## config.mk

```make
export PLATFORM = sky130hd
export DESIGN_NAME = dino_runner_core
export DESIGN_NICKNAME = d
export VERILOG_FILES = /design/src/rtl/dino_runner_core.sv
export SDC_FILE = /design/constraint.sdc
export NUM_CORES = 1
export LEC_CHECK = 0
export CORE_UTILIZATION = 52
export DETAILED_ROUTE_END_ITERATION = 16
export PLACE_DENSITY = 0.76
export SLEW_MARGIN = 20
export SYNTH_ARGS = -nofsm -noshare
export SYNTH_HDL_FRONTEND = slang
export SYNTH_SLANG_ARGS = --single-unit
```

## constraint.sdc

```tcl
create_clock -name clk -period 2.1 [get_ports clk]
set_clock_uncertainty 0.1 [all_clocks]
set_input_delay 0.42 -clock clk [delete_from_list [all_inputs] [get_ports clk]]
set_output_delay 0.42 -clock clk [all_outputs]
set_load 0.005 [all_outputs]
```

## src/rtl/dino_runner_core.sv

```systemverilog
// Three-lane obstacle runner: game FSM, LFSR obstacle spawner, lives/score and a multiplexed 7-seg scan.
// Optional macro DINO_SPEEDUP_EN shortens the tick period as the score climbs.
module dino_runner_core #(
  parameter int unsigned NUM_DIGITS     = 8,
  parameter int unsigned TICK_PERIOD    = 500,
  parameter int unsigned OBSTACLE_COUNT = 20,
  parameter int unsigned LIVES          = 3,
  parameter logic [7:0]  LFSR_SEED      = 8'hA5
) (
  input  logic                  clk,
  input  logic                  rst_n,
  input  logic                  btn_up,
  input  logic                  btn_down,
  input  logic                  btn_start,
  input  logic                  run_game,
  output logic [NUM_DIGITS-1:0] com,
  output logic                  seg_a,
  output logic                  seg_g,
  output logic                  seg_d,
  output logic [1:0]            state,
  output logic                  collision_detected,
  output logic                  game_cleared,
  output logic [7:0]            score,
  output logic [1:0]            lives_left
);

  localparam int unsigned TICK_W = $clog2(TICK_PERIOD + 1);
  localparam int unsigned SCAN_W = $clog2(NUM_DIGITS);

  localparam logic [1:0] LANE_NONE = 2'b00;
  localparam logic [1:0] LANE_TOP  = 2'b01;
  localparam logic [1:0] LANE_MID  = 2'b10;
  localparam logic [1:0] LANE_BOT  = 2'b11;

  typedef enum logic [1:0] {
    S_IDLE  = 2'b00,
    S_RUN   = 2'b01,
    S_OVER  = 2'b10,
    S_CLEAR = 2'b11
  } state_e;

  state_e                       state_q, state_d;
  logic [1:0]                   dino_q, dino_d;
  logic [NUM_DIGITS-1:0][1:0]   field_q, field_d;
  logic [7:0]                   spawn_q, spawn_d;
  logic [7:0]                   score_q, score_d;
  logic [7:0]                   lfsr_q, lfsr_d;
  logic [1:0]                   lives_q, lives_d;
  logic [TICK_W-1:0]            tick_cnt_q, tick_cnt_d;
  logic [TICK_W-1:0]            period;
  logic [SCAN_W-1:0]            scan_q, scan_d;
  logic [NUM_DIGITS-1:0]        com_q, com_d;
  logic                         seg_a_q, seg_a_d;
  logic                         seg_g_q, seg_g_d;
  logic                         seg_d_q, seg_d_d;
  logic                         up_prev_q, down_prev_q, start_prev_q;
  logic                         up_pulse, down_pulse, start_pulse;
  logic [1:0]                   src;
  logic [1:0]                   spawn_val;

`ifdef DINO_SPEEDUP_EN
  logic [TICK_W-1:0] period_q, period_d;

  // Period shrinks by TICK_PERIOD/8 per 8 points, never below TICK_PERIOD/4.
  function automatic logic [TICK_W-1:0] eff_period(input logic [7:0] s);
    logic [31:0] dec;
    dec = 32'(s >> 3) * 32'(TICK_PERIOD >> 3);
    if (dec + 32'(TICK_PERIOD >> 2) >= 32'(TICK_PERIOD)) return TICK_W'(TICK_PERIOD >> 2);
    return TICK_W'(32'(TICK_PERIOD) - dec);
  endfunction

  assign period = period_q;
`else
  assign period = TICK_W'(TICK_PERIOD);
`endif

  assign com                = com_q;
  assign seg_a              = seg_a_q;
  assign seg_g              = seg_g_q;
  assign seg_d              = seg_d_q;
  assign state              = state_q;
  assign score              = score_q;
  assign lives_left         = lives_q;
  assign collision_detected = (state_q == S_OVER);
  assign game_cleared       = (state_q == S_CLEAR);

  always_comb begin
    up_pulse    = btn_up & ~up_prev_q;
    down_pulse  = btn_down & ~down_prev_q;
    start_pulse = btn_start & ~start_prev_q;

    lfsr_d = {lfsr_q[6:0], lfsr_q[7] ^ lfsr_q[5] ^ lfsr_q[4] ^ lfsr_q[3]};

    // Display: one digit per clk, digit 0 shows the dino.
    scan_d  = (scan_q == SCAN_W'(NUM_DIGITS - 1)) ? '0 : scan_q + SCAN_W'(1);
    src     = (scan_q == '0) ? dino_q : field_q[scan_q];
    com_d   = ~(NUM_DIGITS'(1) << scan_q);
    seg_a_d = (src == LANE_TOP);
    seg_g_d = (src == LANE_MID);
    seg_d_d = (src == LANE_BOT);

    if (spawn_q >= 8'(OBSTACLE_COUNT) || spawn_q[0]) spawn_val = LANE_NONE;
    else if (lfsr_q[1:0] == LANE_NONE)               spawn_val = LANE_MID;
    else                                             spawn_val = lfsr_q[1:0];

    state_d    = state_q;
    dino_d     = dino_q;
    field_d    = field_q;
    spawn_d    = spawn_q;
    score_d    = score_q;
    lives_d    = lives_q;
    tick_cnt_d = tick_cnt_q;
`ifdef DINO_SPEEDUP_EN
    period_d   = period_q;
`endif

    if (start_pulse) begin
      state_d    = S_RUN;
      dino_d     = LANE_MID;
      field_d    = '0;
      spawn_d    = '0;
      score_d    = '0;
      lives_d    = 2'(LIVES);
      tick_cnt_d = '0;
`ifdef DINO_SPEEDUP_EN
      period_d   = TICK_W'(TICK_PERIOD);
`endif
    end else if (state_q == S_RUN && run_game) begin
      if (up_pulse && dino_q != LANE_TOP)        dino_d = dino_q - 2'd1;
      else if (down_pulse && dino_q != LANE_BOT) dino_d = dino_q + 2'd1;

      if (tick_cnt_q == period - TICK_W'(1)) begin
        tick_cnt_d = '0;
        for (int unsigned i = 0; i < NUM_DIGITS - 1; i++) field_d[i] = field_q[i+1];
        field_d[NUM_DIGITS-1] = spawn_val;
        if (spawn_q < 8'(OBSTACLE_COUNT)) spawn_d = spawn_q + 8'd1;

        // Obstacle about to reach the dino column is judged against the pre-move dino.
        if (field_q[1] != LANE_NONE) begin
          if (field_q[1] == dino_q)  lives_d = lives_q - 2'd1;
          else if (score_q != 8'hFF) score_d = score_q + 8'd1;
        end
`ifdef DINO_SPEEDUP_EN
        period_d = eff_period(score_d);
`endif
        if (lives_d == '0)                                               state_d = S_OVER;
        else if (spawn_d == 8'(OBSTACLE_COUNT) && field_d == '0)         state_d = S_CLEAR;
      end else begin
        tick_cnt_d = tick_cnt_q + TICK_W'(1);
      end
    end
  end

  always_ff @(posedge clk or negedge rst_n) begin
    if (!rst_n) begin
      state_q      <= S_IDLE;
      dino_q       <= LANE_MID;
      field_q      <= '0;
      spawn_q      <= '0;
      score_q      <= '0;
      lives_q      <= 2'(LIVES);
      tick_cnt_q   <= '0;
      lfsr_q       <= LFSR_SEED;
      scan_q       <= '0;
      com_q        <= '1;
      seg_a_q      <= 1'b0;
      seg_g_q      <= 1'b0;
      seg_d_q      <= 1'b0;
      up_prev_q    <= 1'b0;
      down_prev_q  <= 1'b0;
      start_prev_q <= 1'b0;
`ifdef DINO_SPEEDUP_EN
      period_q     <= TICK_W'(TICK_PERIOD);
`endif
    end else begin
      state_q      <= state_d;
      dino_q       <= dino_d;
      field_q      <= field_d;
      spawn_q      <= spawn_d;
      score_q      <= score_d;
      lives_q      <= lives_d;
      tick_cnt_q   <= tick_cnt_d;
      lfsr_q       <= lfsr_d;
      scan_q       <= scan_d;
      com_q        <= com_d;
      seg_a_q      <= seg_a_d;
      seg_g_q      <= seg_g_d;
      seg_d_q      <= seg_d_d;
      up_prev_q    <= btn_up;
      down_prev_q  <= btn_down;
      start_prev_q <= btn_start;
`ifdef DINO_SPEEDUP_EN
      period_q     <= period_d;
`endif
    end
  end

endmodule

```

==> impl_metrics.ini <==
[outcome]
outcome = finished, final reports clean

[global_routing]
overflow = 0
grt_max_degree = 73
grt_usage = 0.208
grt_pass1_vias = 2457
antenna_found_initial = 0
grt_pass1_wl_um = 11500

[synth]
yosys_warnings = 0
synth.yosys.seq_area_share = 0.532
synth_fa_ha_area_frac = 0.0438
synthMuxAreaShare = 0.0351
synth-compound-area-share = 0.0990
synth.ff_latch_count = 72
ys_async_sr_fraction = 1.00
synth_area_mm2 = 0.00342
yosys.area_share.simple = 0.223
synth_area_leaders = dfrtp_1, dfstp_2, nand2_1, ha_1, nand3_1
synth_largest_area_cell = dfrtp_1
synth_top_family_by_area = simple AND/OR/NAND/NOR gates
synth_edf_count = 0
syn_nets = 353
netlist.area_leader.share = 0.417
synth_area_per_cell_um2 = 10.2
netlist_instances = 335
synth_xor_area_frac = 0.0332
ys.flop_type = dfrtp_1
ys_types = 50

[timing]
drv_slew = 0
hold_slack_ns = 0.262
fin_crit_ns = 2.03
hold_viol = 0
fin_crit_sh = 0.966
clock.fmax_mhz = 493
worst_slew_pin_slew_ns = 0.516
setup_viol = 0
slew_headroom = 0.654
grt_setup_unrepaired = no

[clocking]
cts_tree = yes
cts-root-buf = clkbuf_8
clk_pin_slew_ns = 0.07
htree_levels = 3
worstSkewPairLatency_ns = 0.35
cts_sinks = 72
cts_inserted_buffers = 9
clock_path_buffers = 2

[finish]
layout.cells.non_filler = 472
syn2layout_area_growth_pct = 23.7
drive_gt1_frac = 0.182
diodes = 0
layout.nets = 408
layout_common_cells = dfrtp_1, nand2_1, clkdlybuf4s50_1, nand3_1, buf_4
mostFrequentLayoutCell = dfrtp_1

[route]
viasPerCell = 5.61
first_pass_iters = 4
ant_nets = 0
dr_total_vias = 2647
drt-total-wl_um = 6900
drt_iter0_drc = 192
remaining_drc_errors = 0
avgRoutedWirePerCell_um = 14.6

[pwr]
peakVddDrop_uv = 491
p_leak_nw = 1.93
power_density_mw_per_mm2 = 717

[worst_setup_path]
endpoint_kind = flip-flop
path_buf_inv = 0
critical_path_required_ns = 2.29
critPathSlowestCell = or4_1
rr_worst_depth = 5
crit_arrival_ns = 2.21
path_cells = or4_1 -> nor4_1 -> nand4_1 -> a311oi_1 -> o221a_2
start_kind = flip-flop
r2r_end = state[1]
crit_family = simple AND/OR/NAND/NOR gates
critPathKind = flip-flop to flip-flop
max_stage_delay_ns = 0.53
regToRegSetupSlack_ns = 0.07
crit_fanout = 6
regToRegStartpoint = field_q[3]

[die]
core.rowCount = 29
die_area_mm2 = 0.00691
core_area_mm2 = 0.00635
die_y_um = 83.2
ios = 31
die_w_um = 83.2
start_util = 0.539

[min_path]
hold_depth = 0
min_path_type = flip-flop to flip-flop
holdPathEnd = lfsr_q[7]
min_from = lfsr_q[6]

[placement]
dpl.hpwl_um = 4700
gp_congestion = 0.853
dp_cells = 452
port_buffers = 30

[job]
max_cap_violations = 0
[cells in the mapped netlist (all sizes together) (2+ instances only)]
master   n
and2     4
a21oi   13
a31oi    2
o21ai   15
a21boi   2
xnor2    8
o211ai   2
nand3   27
ha      12
or3      5
nor3b    2
dfrtp   57
mux2i    3
nand4    4
o21a     2
o31ai    6
o31a     2
a21o     2
nor4     4
nand2   50
nor2    22
mux4     4
nand2b   3
and3     3
nor2b    6
inv     13
clkbuf  15
dfstp   15
xor2     5
or4      6
nor3     6
nand3b   2
[power breakdown]
part	internal [mW]	total [mW]	switching (mW)
clock	0.701	1.22	0.516
sequential	1.45	1.50	0.0512
combinational	0.159	0.321	0.162
[cell type report]
class,instances,area (µm²)
Clock inverter,5,81.3
Inverter,13,48.8
Clock buffer,11,141
Sequential cell,72,1820
Multi-Input combinational cell,235,1520
Timing Repair Buffer,59,528
Tap cell,77,96.3
Fill cell,500,2110
[worst reg2reg max path, delay by kind of cell, from the launching register on]
family,cells,cell delay [ns]
compound gates,2,0.53
flops,1,0.44
simple gates,3,0.90
[layer usage]
layer / track usage / share of wire / up-vias
li1: - / - / 1278
met1: 0.269 / 0.45 / 1294
met2: 0.342 / 0.48 / 67
met3: 0.0527 / 0.049 / 8
met4: 0.0752 / 0.014 / 0
met5: 0 / 0 / -
[per-stage QoR]
step / setup TNS (ns) / utilization / instance area [µm²] / total power, mW / setup WS [ns]
global placement: -1.81 / 0.623 / 3960 / 1.82 / -0.182
floorplan: 0 / - / 3420 / 1.67 / 0.0875
detailed placement: -2.19 / 0.623 / 3960 / 1.83 / -0.229
finish: 0 / 0.667 / 4240 / 3.04 / 0.0724
CTS: 0 / 0.660 / 4190 / 3.05 / 0.0464
global route: 0 / 0.667 / 4240 / 3.17 / 0.00222
[state kept, by name (all words and copies together) (netlist names)]
| register | flops |
|---|---|
| field_q | 16 |
| tick_cnt_q | 9 |
| com | 8 |
| lfsr_q | 8 |
| score | 8 |
| spawn_q | 8 |
| scan_q | 3 |
| dino_q | 2 |
| lives_left | 2 |
| state | 2 |
| down_prev_q | 1 |
| seg_a | 1 |
| seg_d | 1 |
| seg_g | 1 |
| start_prev_q | 1 |
| up_prev_q | 1 |
[worst max path at each step]
stage	slack [ns]	start	cells past startpoint	to
after floorplan	0.09	tick_cnt_q[0]	6	score[6]
after global placement	-0.18	run_game	5	score[3]
after detailed placement	-0.23	run_game	5	score[6]
after CTS	0.05	field_q[3]	5	state[1]
after global routing	0.002	field_q[3]	5	state[1]
final	0.07	field_q[3]	5	state[1]
[cells by family after synthesis]
logic type / after synthesis
AND/OR/NAND/NOR: 149
flip-flops: 72
AO/OA/AOI/OAI: 53
buffers and inverters: 29
XOR/XNOR: 13
adder cells (fa/ha/maj): 12
multiplexers: 7
[repair_timing]
| action | CTS | global route |
|---|---|---|
| resized for setup | 0 | 4 |
| hold buffers | 1 | 0 |
| endpoints found under the setup margin | 0 | 8 |
| setup buffers | 0 | 2 |
| hold endpoints to repair | 10 | 0 |
Note: power is estimated with default switching activity, not from simulation.
